`config.mk`:
```
export PLATFORM = sky130hd
export DESIGN_NAME = csm_arbiter
export DESIGN_NICKNAME = d
export VERILOG_FILES = /design/src/rtl/csm_arbiter.sv
export SDC_FILE = /design/constraint.sdc
export NUM_CORES = 1
export LEC_CHECK = 0
export BUFFER_PORTS_ARGS = -buffer_cell sky130_fd_sc_hd__buf_2
export CAP_MARGIN = 20
export CORE_MARGIN = 2
export CORE_UTILIZATION = 28
export DETAILED_ROUTE_END_ITERATION = 10
export GPL_TIMING_DRIVEN = 0
export PLACE_DENSITY = 0.51
export SYNTH_ARGS = -nofsm -noshare
export SYNTH_HDL_FRONTEND = slang
export SYNTH_SLANG_ARGS = --single-unit
export TNS_END_PERCENT = 1
```
`constraint.sdc`:
```
create_clock -name clk -period 2.7 [get_ports clk]
set_clock_uncertainty 0.2 [all_clocks]
set_input_delay 0.27 -clock clk [delete_from_list [all_inputs] [get_ports clk]]
set_output_delay 0.27 -clock clk [all_outputs]
set_load 0.03 [all_outputs]
```
`src/rtl/csm_arbiter.sv`:
```
`default_nettype none
// ============================================================================
// Module   : csm_arbiter
// Brief    : Shared 4-entry memory with per-entry hold locks, round-robin
//            arbitration between processor ports A and B, optional hold timeout.
// Revision : 1.0
// ============================================================================
module csm_arbiter #(
  parameter int ADDR_W       = 2,
  parameter int DATA_W       = 8,
  parameter int HOLD_TIMEOUT = 16
) (
  input  logic                    clk,
  input  logic                    reset,
  input  logic                    a_req,
  input  logic [1:0]              a_op,
  input  logic [ADDR_W-1:0]       a_addr,
  input  logic [DATA_W-1:0]       a_wdata,
  output logic                    a_ack,
  output logic                    a_err,
  output logic [DATA_W-1:0]       a_rdata,
  input  logic                    b_req,
  input  logic [1:0]              b_op,
  input  logic [ADDR_W-1:0]       b_addr,
  input  logic [DATA_W-1:0]       b_wdata,
  output logic                    b_ack,
  output logic                    b_err,
  output logic [DATA_W-1:0]       b_rdata,
  output logic [(2**ADDR_W)-1:0]  held_by_a,
  output logic [(2**ADDR_W)-1:0]  held_by_b,
  output logic                    busy
);
  localparam int NUM_ENTRIES = 2**ADDR_W;
  localparam int CNT_W       = $clog2(HOLD_TIMEOUT + 2);
  localparam logic [CNT_W-1:0] C_CNT_LAST = CNT_W'((HOLD_TIMEOUT > 0) ? HOLD_TIMEOUT - 1 : 0);

  localparam logic [1:0] C_ST_IDLE = 2'd0;
  localparam logic [1:0] C_ST_EXEC = 2'd1;
  localparam logic [1:0] C_ST_RESP = 2'd2;

  localparam logic [1:0] C_OP_READ  = 2'b00;
  localparam logic [1:0] C_OP_WRITE = 2'b01;
  localparam logic [1:0] C_OP_HOLD  = 2'b10;
  localparam logic [1:0] C_OP_REL   = 2'b11;

  logic [1:0]             r_state;
  logic                   r_rr_b;
  logic                   r_win_b;
  logic [1:0]             r_op;
  logic [ADDR_W-1:0]      r_addr;
  logic [DATA_W-1:0]      r_wdata;
  logic [DATA_W-1:0]      r_mem [NUM_ENTRIES];
  logic [NUM_ENTRIES-1:0] r_held_a;
  logic [NUM_ENTRIES-1:0] r_held_b;
  logic [CNT_W-1:0]       r_cnt [NUM_ENTRIES];
  logic                   r_a_ack, r_a_err, r_b_ack, r_b_err;
  logic [DATA_W-1:0]      r_a_rdata, r_b_rdata;

  logic                   w_grant_b;
  logic                   w_exec;
  logic                   w_own_x;
  logic                   w_own_y;
  logic                   w_err;
  logic [DATA_W-1:0]      w_rdata;

  // X is the latched winner, Y the other port; ops are judged on the registered hold table
  always_comb begin
    w_grant_b = b_req && (!a_req || r_rr_b);
    w_exec    = (r_state == C_ST_EXEC);
    w_own_x   = r_win_b ? r_held_b[r_addr] : r_held_a[r_addr];
    w_own_y   = r_win_b ? r_held_a[r_addr] : r_held_b[r_addr];
    case (r_op)
      C_OP_REL: w_err = !w_own_x;
      default:  w_err = w_own_y;
    endcase
    w_rdata = ((r_op == C_OP_READ) && !w_err) ? r_mem[r_addr] : '0;
  end

  always_ff @(posedge clk) begin
    if (reset) begin
      r_state   <= C_ST_IDLE;
      r_rr_b    <= 1'b0;
      r_win_b   <= 1'b0;
      r_op      <= '0;
      r_addr    <= '0;
      r_wdata   <= '0;
      r_a_ack   <= 1'b0;
      r_a_err   <= 1'b0;
      r_a_rdata <= '0;
      r_b_ack   <= 1'b0;
      r_b_err   <= 1'b0;
      r_b_rdata <= '0;
    end else begin
      r_a_ack   <= 1'b0;
      r_a_err   <= 1'b0;
      r_a_rdata <= '0;
      r_b_ack   <= 1'b0;
      r_b_err   <= 1'b0;
      r_b_rdata <= '0;
      case (r_state)
        C_ST_IDLE: begin
          if (a_req || b_req) begin
            r_win_b <= w_grant_b;
            r_rr_b  <= !w_grant_b;
            r_op    <= w_grant_b ? b_op    : a_op;
            r_addr  <= w_grant_b ? b_addr  : a_addr;
            r_wdata <= w_grant_b ? b_wdata : a_wdata;
            r_state <= C_ST_EXEC;
          end
        end
        C_ST_EXEC: begin
          if (r_win_b) begin
            r_b_ack   <= 1'b1;
            r_b_err   <= w_err;
            r_b_rdata <= w_rdata;
          end else begin
            r_a_ack   <= 1'b1;
            r_a_err   <= w_err;
            r_a_rdata <= w_rdata;
          end
          r_state <= C_ST_RESP;
        end
        C_ST_RESP: r_state <= C_ST_IDLE;
        default:   r_state <= C_ST_IDLE;
      endcase
    end
  end

  always_ff @(posedge clk) begin
    if (reset) begin
      for (int i = 0; i < NUM_ENTRIES; i++) r_mem[i] <= '0;
    end else if (w_exec && (r_op == C_OP_WRITE) && !w_err) begin
      r_mem[r_addr] <= r_wdata;
    end
  end

  // A successful owner access overrides an expiry landing on the same edge
  always_ff @(posedge clk) begin
    if (reset) begin
      r_held_a <= '0;
      r_held_b <= '0;
      for (int i = 0; i < NUM_ENTRIES; i++) r_cnt[i] <= '0;
    end else begin
      for (int i = 0; i < NUM_ENTRIES; i++) begin
        if ((HOLD_TIMEOUT != 0) && (r_held_a[i] || r_held_b[i])) begin
          if (r_cnt[i] == C_CNT_LAST) begin
            r_held_a[i] <= 1'b0;
            r_held_b[i] <= 1'b0;
            r_cnt[i]    <= '0;
          end else begin
            r_cnt[i] <= r_cnt[i] + 1'b1;
          end
        end
        if (w_exec && !w_err && (r_addr == ADDR_W'(i))) begin
          if (r_op == C_OP_REL) begin
            if (r_win_b) r_held_b[i] <= 1'b0;
            else         r_held_a[i] <= 1'b0;
            r_cnt[i] <= '0;
          end else if ((r_op == C_OP_HOLD) || w_own_x) begin
            if (r_win_b) r_held_b[i] <= 1'b1;
            else         r_held_a[i] <= 1'b1;
            r_cnt[i] <= '0;
          end
        end
      end
    end
  end

  assign a_ack     = r_a_ack;
  assign a_err     = r_a_err;
  assign a_rdata   = r_a_rdata;
  assign b_ack     = r_b_ack;
  assign b_err     = r_b_err;
  assign b_rdata   = r_b_rdata;
  assign held_by_a = r_held_a;
  assign held_by_b = r_held_b;
  assign busy      = (r_state != C_ST_IDLE);

endmodule
`default_nettype wire

```
==> reports/qor.txt, run 1 <==
Status: complete, but fails checks
Violated checks: negative setup slack
Reg-to-Reg End: r_mem[2][7]
Synthesized net count: 416
CTS Root Cell: clkbuf_16
Num Clock Sinks: 98
DR iter-0 viols: 189
Seq cells post-synth: 98
Post-synth ARST share: 0%
Yosys warnings: 0
Die W: 129 µm
R2R setup slack: -3 ps
Power Density: 582 nW/µm²
Die area: 16700 µm²
Routed len/inst: 14.9 µm
CP Capture Type: flop
Final setup violation count: 5
Critical path arrival: 2550 ps
Crit path max-delay cell type: mux4_2
Ranking of synthesized cells by area: edfxtp_1 (36%), dfxtp_1 (21%), mux4_2 (5.7%), nor2_1 (5.1%), nand2b_1 (3.4%)
Post-Place Worst Slack: -361 ps
WHS: 10.9 ps
Clock transition at the registers of the reported paths: 70 ps
Worst-Margin Slew: 818 ps
Core Area: 15300 µm²
Final Max Slew Viols: 0
CP startpoint: r_addr[0]
Hold Crit Start: a_addr[0]
Startpoint type of the worst setup path: flop
Max-Cap Viols: 0
Period utilisation layout: 100%
Row cnt: 45
CTS Buf Count: 9
Post-Syn Instances: 380
Initial Util: 28.7%
Synth Flop Type: edfxtp_1
Commonest non-fill, non-tap cell in the layout: nor2_1
Total GRT Usage: 13.3%
RSZ-0062 raised after global routing: yes
Worst slew margin: 45.4%
Antenna Diode Count: 0
Setup TNS: -14.8 ps
Post-route ant nets: 0
Fin nets: 510
Syn Area/Cell: 11.5 µm²
Yosys top cell by area: edfxtp_1
Leakage power total: 0.00205 µW
I/O Pins: 57
Syn-to-layout area delta: 25.3%
DR pass1 iterations: 5
Register area share after synthesis: 56.6%
Fmax: 0.370 GHz
Final Critical Period: 2700 ps
Total wire length: 10300 µm
Largest net degree at the start of global routing: 18
Total number of vias: 3286
Port Buffer Count: 56
Final worst slack: -3.35 ps
Crit-path max cell delay: 540 ps
Vias in the first global route: 3281
Vias/cell: 4.76
Initial antenna violation count: 0
Worst EP required: 2540 ps
Clock latency on the worst-skew pair: 350 ps
Die H: 129 µm
CTS max path bufs: 2
Worst R2R Start: r_addr[0]
CP cell instances: buf_8 > mux4_2 > buf_6 > mux2i_4 > nand4b_1 > nand2b_4
Residual DRC: 0
Worst-path fanout max: 10
Grt ovf: 0
CP endpoint: r_mem[2][7]
Fraction of post-synthesis cell area in the top cell type by area: 35.6%
Critical path type: reg -> reg
Post-layout total power: 3200 µW
Final core utilization: 36.0%
Peak supply drop: 0.302 mV
DP Wirelength: 7380 µm
Synthesized area: 4380 µm²
Commonest non-fill, non-tap cells in the layout: nor2_1 (59), buf_2 (58), edfxtp_1 (52), dfxtp_1 (45), a21oi_1 (27)
Final count of hold timing violations: 0
Hold Crit Class: in -> reg
EDFF count, synth: 52
GPL Wtd Cong: 0.808
Worst-case reg-to-reg path depth: 6
Unique masters post-synth: 44
CTS H-tree lvls: 3
First-pass GRT wire length: 16800 µm
CTS tree: done
Layout cell share with drive strength beyond 1: 21.1%
metrics by stage:
step           instances  cell area, µm²
6_report             690            5490
5_1_grt              690            5490
4_1_cts              688            5460
3_5_place_dp         650            4950
3_3_place_gp         647            4930
2_1_floorplan        380            4380
power breakdown:
group,switching [µW],internal [µW]
clock network,560,626
registers,35.8,1620
logic,192,161
total,788,2410
synthesized netlist by cell type (all sizes together) (11+ instances only):
library cell  count
a21oi            27
a222oi           12
and2             16
clkbuf           12
dfxtp            46
edfxtp           52
mux4             11
nand2            14
nand2b           24
nor2             59
how the worst min path moves through the flow:
stage	endpoint	slack [ps]	depth (start not counted)
finish	r_addr[0]	10	3
global route	r_addr[0]	20	3
CTS	r_addr[0]	4	3
detailed placement	r_rr_b	310	2
global placement	r_wdata[6]	300	2
floorplan	r_state[1]	170	1
area by class of cell:
| type | instances | area, µm² |
|---|---|---|
| tap | 211 | 264 |
| clock inverter | 6 | 40.0 |
| inverter | 8 | 30.0 |
| fill | 1545 | 9770 |
| clock buffer | 10 | 229 |
| multi-input combinational | 255 | 1810 |
| buffer | 19 | 105 |
| sequential | 98 | 2480 |
| timing repair buffer | 83 | 533 |
worst max-delay path, delay by kind of cell, from the launching register on:
kind                   cells  cell delay [ps]
buffers and inverters      2              300
flip-flops                 1              330
multiplexers               2              720
AND/OR/NAND/NOR            2              830
state kept, by name, summed over array words and instances, names as in the netlist, named ones only:
| name | count |
|---|---|
| r_mem | 32 |
| a_ack | 1 |
| a_err | 1 |
| r_rr_b | 1 |
| r_op | 2 |
| r_addr | 2 |
| b_rdata | 8 |
| r_wdata | 8 |
| r_state | 2 |
| b_ack | 1 |
| r_cnt | 20 |
| held_by_a | 4 |
| a_rdata | 8 |
| r_win_b | 1 |
| b_err | 1 |
| held_by_b | 4 |
metal layers:
metal,GRT usage (%),vias to the layer above,share of wire (%)
met5,0,-,0
met4,5.69,0,2.1
met3,3.26,13,4.1
met2,21.3,80,47
met1,17.2,1585,47
li1,-,1608,-
repair_timing:
action	in CTS	in global routing
endpoints found under the setup margin	44	55
gates resized for setup	6	8
setup buffers	1	2
hold buffers	21	0
hold endpoints to repair	11	0
pin swaps	2	2
kinds of logic after synthesis:
logic type	count (synthesis)	synth area share [%]
simple gates	153	18.1
xor+xnor	8	1.60
fa+ha+maj	8	2.28
flops	98	56.6
buf+inv	27	2.71
mux	17	7.11
compound gates	69	11.6
Power figures use the tool's default switching activity.
==> run 2, diff against run 1 <==
PLACE_DENSITY = 0.55   (was 0.51)
==> run 2 against run 1 <==
The run now ends clean. Clock-buffer cell count is 1 higher. Flip-flop and latch count stayed put. Largest power group unchanged. Cell count is 0.14% higher. Non-clock buffer count is 1 higher. Utilization is 0.39 points higher. Worst hold slack better by 28 ps. Clock power is 10% higher. Die area stayed put. Sequential power hardly changed. Setup slack better by 98 ps. Via count is 0.70% higher. Global-route usage is 0.14 points lower.
==> reports/qor.txt, run 2 (synthesis gave the netlist of run 1 again) <==
Grt ovf: 0
Post-route ant nets: 0
End point of the worst hold path: r_addr[0]
Leakage power total: 0.00208 µW
Total number of vias: 3309
Row cnt: 45
Fin nets: 511
Reg-to-Reg End: r_cnt[2][2]
CTS Root Cell: clkbuf_16
Hold Crit Class: in -> reg
Clock latency on the worst-skew pair: 350 ps
Final count of hold timing violations: 0
Layout cell share with drive strength beyond 1: 21.9%
Final std cells w/o fill: 691
DR pass1 iterations: 5
CTS H-tree lvls: 3
CTS Buf Count: 9
GPL Wtd Cong: 0.786
CTS max path bufs: 2
Worst slew margin: 45.3%
CTS tree: done
Worst EP required: 2580 ps
Commonest non-fill, non-tap cells in the layout: nor2_1 (59), buf_2 (56), edfxtp_1 (52), dfxtp_1 (45), a21oi_1 (27)
Max-Cap Viols: 0
Routed len/inst: 15.1 µm
Final Critical Period: 2610 ps
Worst R2R Start: r_addr[0]
Fmax: 0.384 GHz
Initial Util: 28.7%
RSZ-0062 raised after global routing: yes
Post-layout total power: 3330 µW
Hold path depth: 3
Total wire length: 10400 µm
Residual DRC: 0
Area after DPL: 4930 µm²
Largest Register: r_mem
Peak supply drop: 0.337 mV
Largest regs: r_mem (32), r_cnt (20)
Die W: 129 µm
Num Clock Sinks: 98
Worst-Margin Slew: 818 ps
Critical path arrival: 2480 ps
DP Wirelength: 7330 µm
I/O Pins: 57
Initial antenna violation count: 0
Worst-case reg-to-reg path depth: 7
Die area: 16700 µm²
Final setup violation count: 0
Die H: 129 µm
WHS: 39.0 ps
Final Max Slew Viols: 0
Core Area: 15300 µm²
CP Capture Type: flop
Cells after DPL: 647
Worst-path fanout max: 10
Power Density: 600 nW/µm²
Clock transition at the registers of the reported paths: 70 ps
Startpoint type of the worst setup path: flop
Status: completed
Number of flip-flops in the largest register: 32
Total GRT Usage: 13.2%
First-pass GRT wire length: 16900 µm
Largest net degree at the start of global routing: 17
R2R setup slack: 90 ps
Period utilisation layout: 96.5%
Antenna Diode Count: 0
DR iter-0 viols: 193
Vias/cell: 4.79
Port Buffer Count: 56
Vias in the first global route: 3180
Final Cell Area: 5550 µm²
Commonest non-fill, non-tap cell in the layout: nor2_1
Critical path type: reg -> reg
Hold Crit Start: a_addr[0]
Syn-to-layout area delta: 26.7%
run 2: repair_timing:
item	CTS	global route
hold buffers	21	0
pin swaps	1	1
setup endpoints to repair	52	47
resized for setup	12	5
hold endpoints to repair	11	0
buffers inserted	1	4
run 2: through the flow:
| step | util [%] | setup TNS, ps | setup WS, ps |
|---|---|---|---|
| 2_1_floorplan | - | 0 | 156 |
| 3_3_place_gp | 32.3 | -7600 | -326 |
| 3_5_place_dp | 32.3 | -9240 | -393 |
| 4_1_cts | 36.0 | -1260 | -63.9 |
| 5_1_grt | 36.4 | -31.7 | -5.97 |
| 6_report | 36.4 | 0 | 94.2 |
run 2: worst max-delay path: stages, from the launching register on:
cell and delay (ps):
dfxtp_2 330, buf_8 130, mux4_2 530, buf_6 170
o22ai_4 210, a2111oi_4 60, buf_4 200, a2111o_1 470
run 2: power breakdown:
part           internal [µW]  leakage, µW  switching [µW]
Sequential              1620     0.000912            35.7
Combinational            161      0.00102             195
Clock                    750     0.000151             565
run 2: worst max path at each step:
stage / slack [ps] / startpoint / cells after the start / to
after CTS: -60 / r_addr[0] / 5 / r_cnt[2][2]
after detailed placement: -390 / r_addr[0] / 6 / r_mem[2][6]
after global placement: -330 / r_addr[0] / 6 / r_mem[2][2]
after floorplan: 160 / held_by_b[3] / 4 / r_cnt[2][0]
final: 90 / r_addr[0] / 7 / r_cnt[2][2]
after global routing: -6 / reset / 5 / r_mem[3][2]
run 2: metal layers:
metal | vias to the layer above | GRT usage [%] | part of all wire, %
met5 | - | 0 | 0
met4 | 0 | 4.99 | 1.8
met3 | 13 | 2.97 | 5.1
met2 | 80 | 20.5 | 46
met1 | 1608 | 17.9 | 47
li1 | 1608 | - | -
run 2: final cells by class:
class                           count  area, µm²
Clock inverter                      5       58.8
Multi-Input combinational cell    255       1830
Clock buffer                       11        243
Tap cell                          211        264
Fill cell                        1518       9710
Sequential cell                    98       2480
Buffer                             19        103
Timing Repair Buffer               84        538
Inverter                            8       30.0
==> run 3, diff against run 2 <==
PLACE_DENSITY = 0.52   (was 0.55)
RECOVER_POWER = 50   (was not set)
==> run 3 against run 2 <==
The flow now finishes with violations (negative setup slack). Sequential power barely moved. Worst hold slack improved by 20 ps. Total power down 0.43%. First-iteration DRC count up 6.2%. Die area unchanged. Sequential share of layout area is 0.67 points higher. Clock power barely moved. Flip-flop and latch count stayed put. Critical path type unchanged.
==> reports/qor.txt, run 3 (synthesis gave the netlist of run 1 again) <==
CTS Root Cell: clkbuf_16
CTS tree: done
Die W: 129 µm
Residual DRC: 0
Hold Crit Class: in -> reg
Routed len/inst: 14.9 µm
Initial antenna violation count: 0
Worst R2R Start: r_addr[0]
Num Clock Sinks: 98
Final count of hold timing violations: 0
Initial Util: 28.7%
Largest net degree at the start of global routing: 18
Period utilisation layout: 101%
DR iter-0 viols: 205
Antenna Diode Count: 0
Startpoint type of the worst setup path: flop
Vias in the first global route: 3219
Largest Register: r_mem
Grt ovf: 0
Filler cells: 1536
Cells after DPL: 650
Row cnt: 45
Post-Place Worst Slack: -366 ps
Final std cells w/o fill: 690
Worst-path fanout max: 10
Number of flip-flops in the largest register: 32
Layout cell share with drive strength beyond 1: 14.8%
Commonest non-fill, non-tap cell in the layout: nor2_1
CP Capture Type: flop
Fin nets: 510
CTS max path bufs: 2
Final Max Slew Viols: 0
Die area: 16700 µm²
Peak supply drop: 0.295 mV
Worst EP required: 2570 ps
Port Buffer Count: 56
CTS Buf Count: 9
Largest regs: r_mem (32), r_cnt (20)
DR pass1 iterations: 5
Critical path arrival: 2580 ps
Core Area: 15300 µm²
R2R setup slack: -20 ps
RSZ-0062 raised after global routing: yes
Clock latency on the worst-skew pair: 350 ps
Final Critical Period: 2720 ps
Setup TNS: -120 ps
Total number of vias: 3210
I/O Pins: 57
Total wire length: 10300 µm
Power Density: 607 nW/µm²
Hold Crit Start: a_addr[0]
First-pass GRT wire length: 16500 µm
Hold path depth: 3
Final worst slack: -16.3 ps
Commonest non-fill, non-tap cells in the layout: nor2_1 (59), edfxtp_1 (52), dfxtp_1 (46), clkbuf_1 (45), buf_2 (28)
Worst-Margin Slew: 748 ps
Violated checks: negative setup slack
Die H: 129 µm
Max-Cap Viols: 0
Total GRT Usage: 12.8%
Post-route ant nets: 0
Vias/cell: 4.65
Leakage power total: 0.00192 µW
Critical path type: reg -> reg
Worst slew margin: 50.0%
GPL Wtd Cong: 0.772
Syn-to-layout area delta: 24.7%
Status: complete, but fails checks
CTS H-tree lvls: 3
Worst-case reg-to-reg path depth: 7
Reg-to-Reg End: r_cnt[0][2]
Final setup violation count: 15
Fmax: 0.368 GHz
Clock transition at the registers of the reported paths: 70 ps
DP Wirelength: 7200 µm
WHS: 59.4 ps
run 3: where the power goes:
| group | internal, µW | total (µW) | switching (µW) |
|---|---|---|---|
| clock | 730 | 1310 | 582 |
| combinational | 153 | 348 | 195 |
| sequential | 1620 | 1660 | 32.9 |
run 3: repair_timing:
item / CTS / global route
resized for setup: 7 / 5
pin swaps: 1 / 1
endpoints found under the hold margin: 10 / 0
setup endpoints to repair: 44 / 54
hold buffers: 19 / 0
setup buffers: 1 / 4
run 3: per-stage QoR:
stage | util [%] | power [µW] | instance area [µm²]
detailed placement | 32.4 | 2000 | 4940
finish | 35.8 | 3320 | 5470
floorplan | - | 1890 | 4380
CTS | 35.8 | 3350 | 5470
global route | 35.8 | 3470 | 5470
global placement | 32.3 | 1990 | 4930
run 3: area by class of cell:
| type | instances | area [µm²] | share of cell area [%] |
|---|---|---|---|
| plain buffers | 19 | 90.1 | 1.65 |
| well taps | 211 | 264 | 4.83 |
| clock inverters | 7 | 76.3 | 1.40 |
| multi-input cells | 255 | 1820 | 33.3 |
| inverters | 8 | 30.0 | 0.549 |
| flip-flops and latches | 98 | 2480 | 45.4 |
| clock buffers | 9 | 225 | 4.12 |
| repair buffers | 83 | 478 | 8.74 |
run 3: worst max-delay path by stage:
stage                 startpoint          end  slack, ps  cells past startpoint
finish                 r_addr[0]  r_cnt[0][2]        -20                      7
global placement       r_addr[0]  r_mem[1][3]       -320                      6
CTS                    r_addr[0]  r_cnt[2][3]        -90                      5
global route               reset  r_mem[3][0]       -100                      5
detailed placement     r_addr[0]  r_mem[2][6]       -370                      6
floorplan           held_by_b[3]  r_cnt[2][0]        160                      4
run 3: routing by layer:
layer | share of wire [%] | wire length [µm] | vias to the layer above | global-route usage, %
met5 | 0 | 0 | - | 0
met3 | 5.2 | 530 | 8 | 3.01
li1 | - | - | 1607 | -
met1 | 48 | 4950 | 1511 | 16.8
met4 | 1.1 | 114 | 0 | 4.80
met2 | 46 | 4690 | 84 | 20.5
run 3: worst max-delay path: stages (launching register included):
cell       delay, ps
dfxtp_1          320
buf_6            150
mux4_2           520
clkbuf_1         280
o22ai_4          230
a2111oi_4         70
buf_4            200
a2111o_1         470
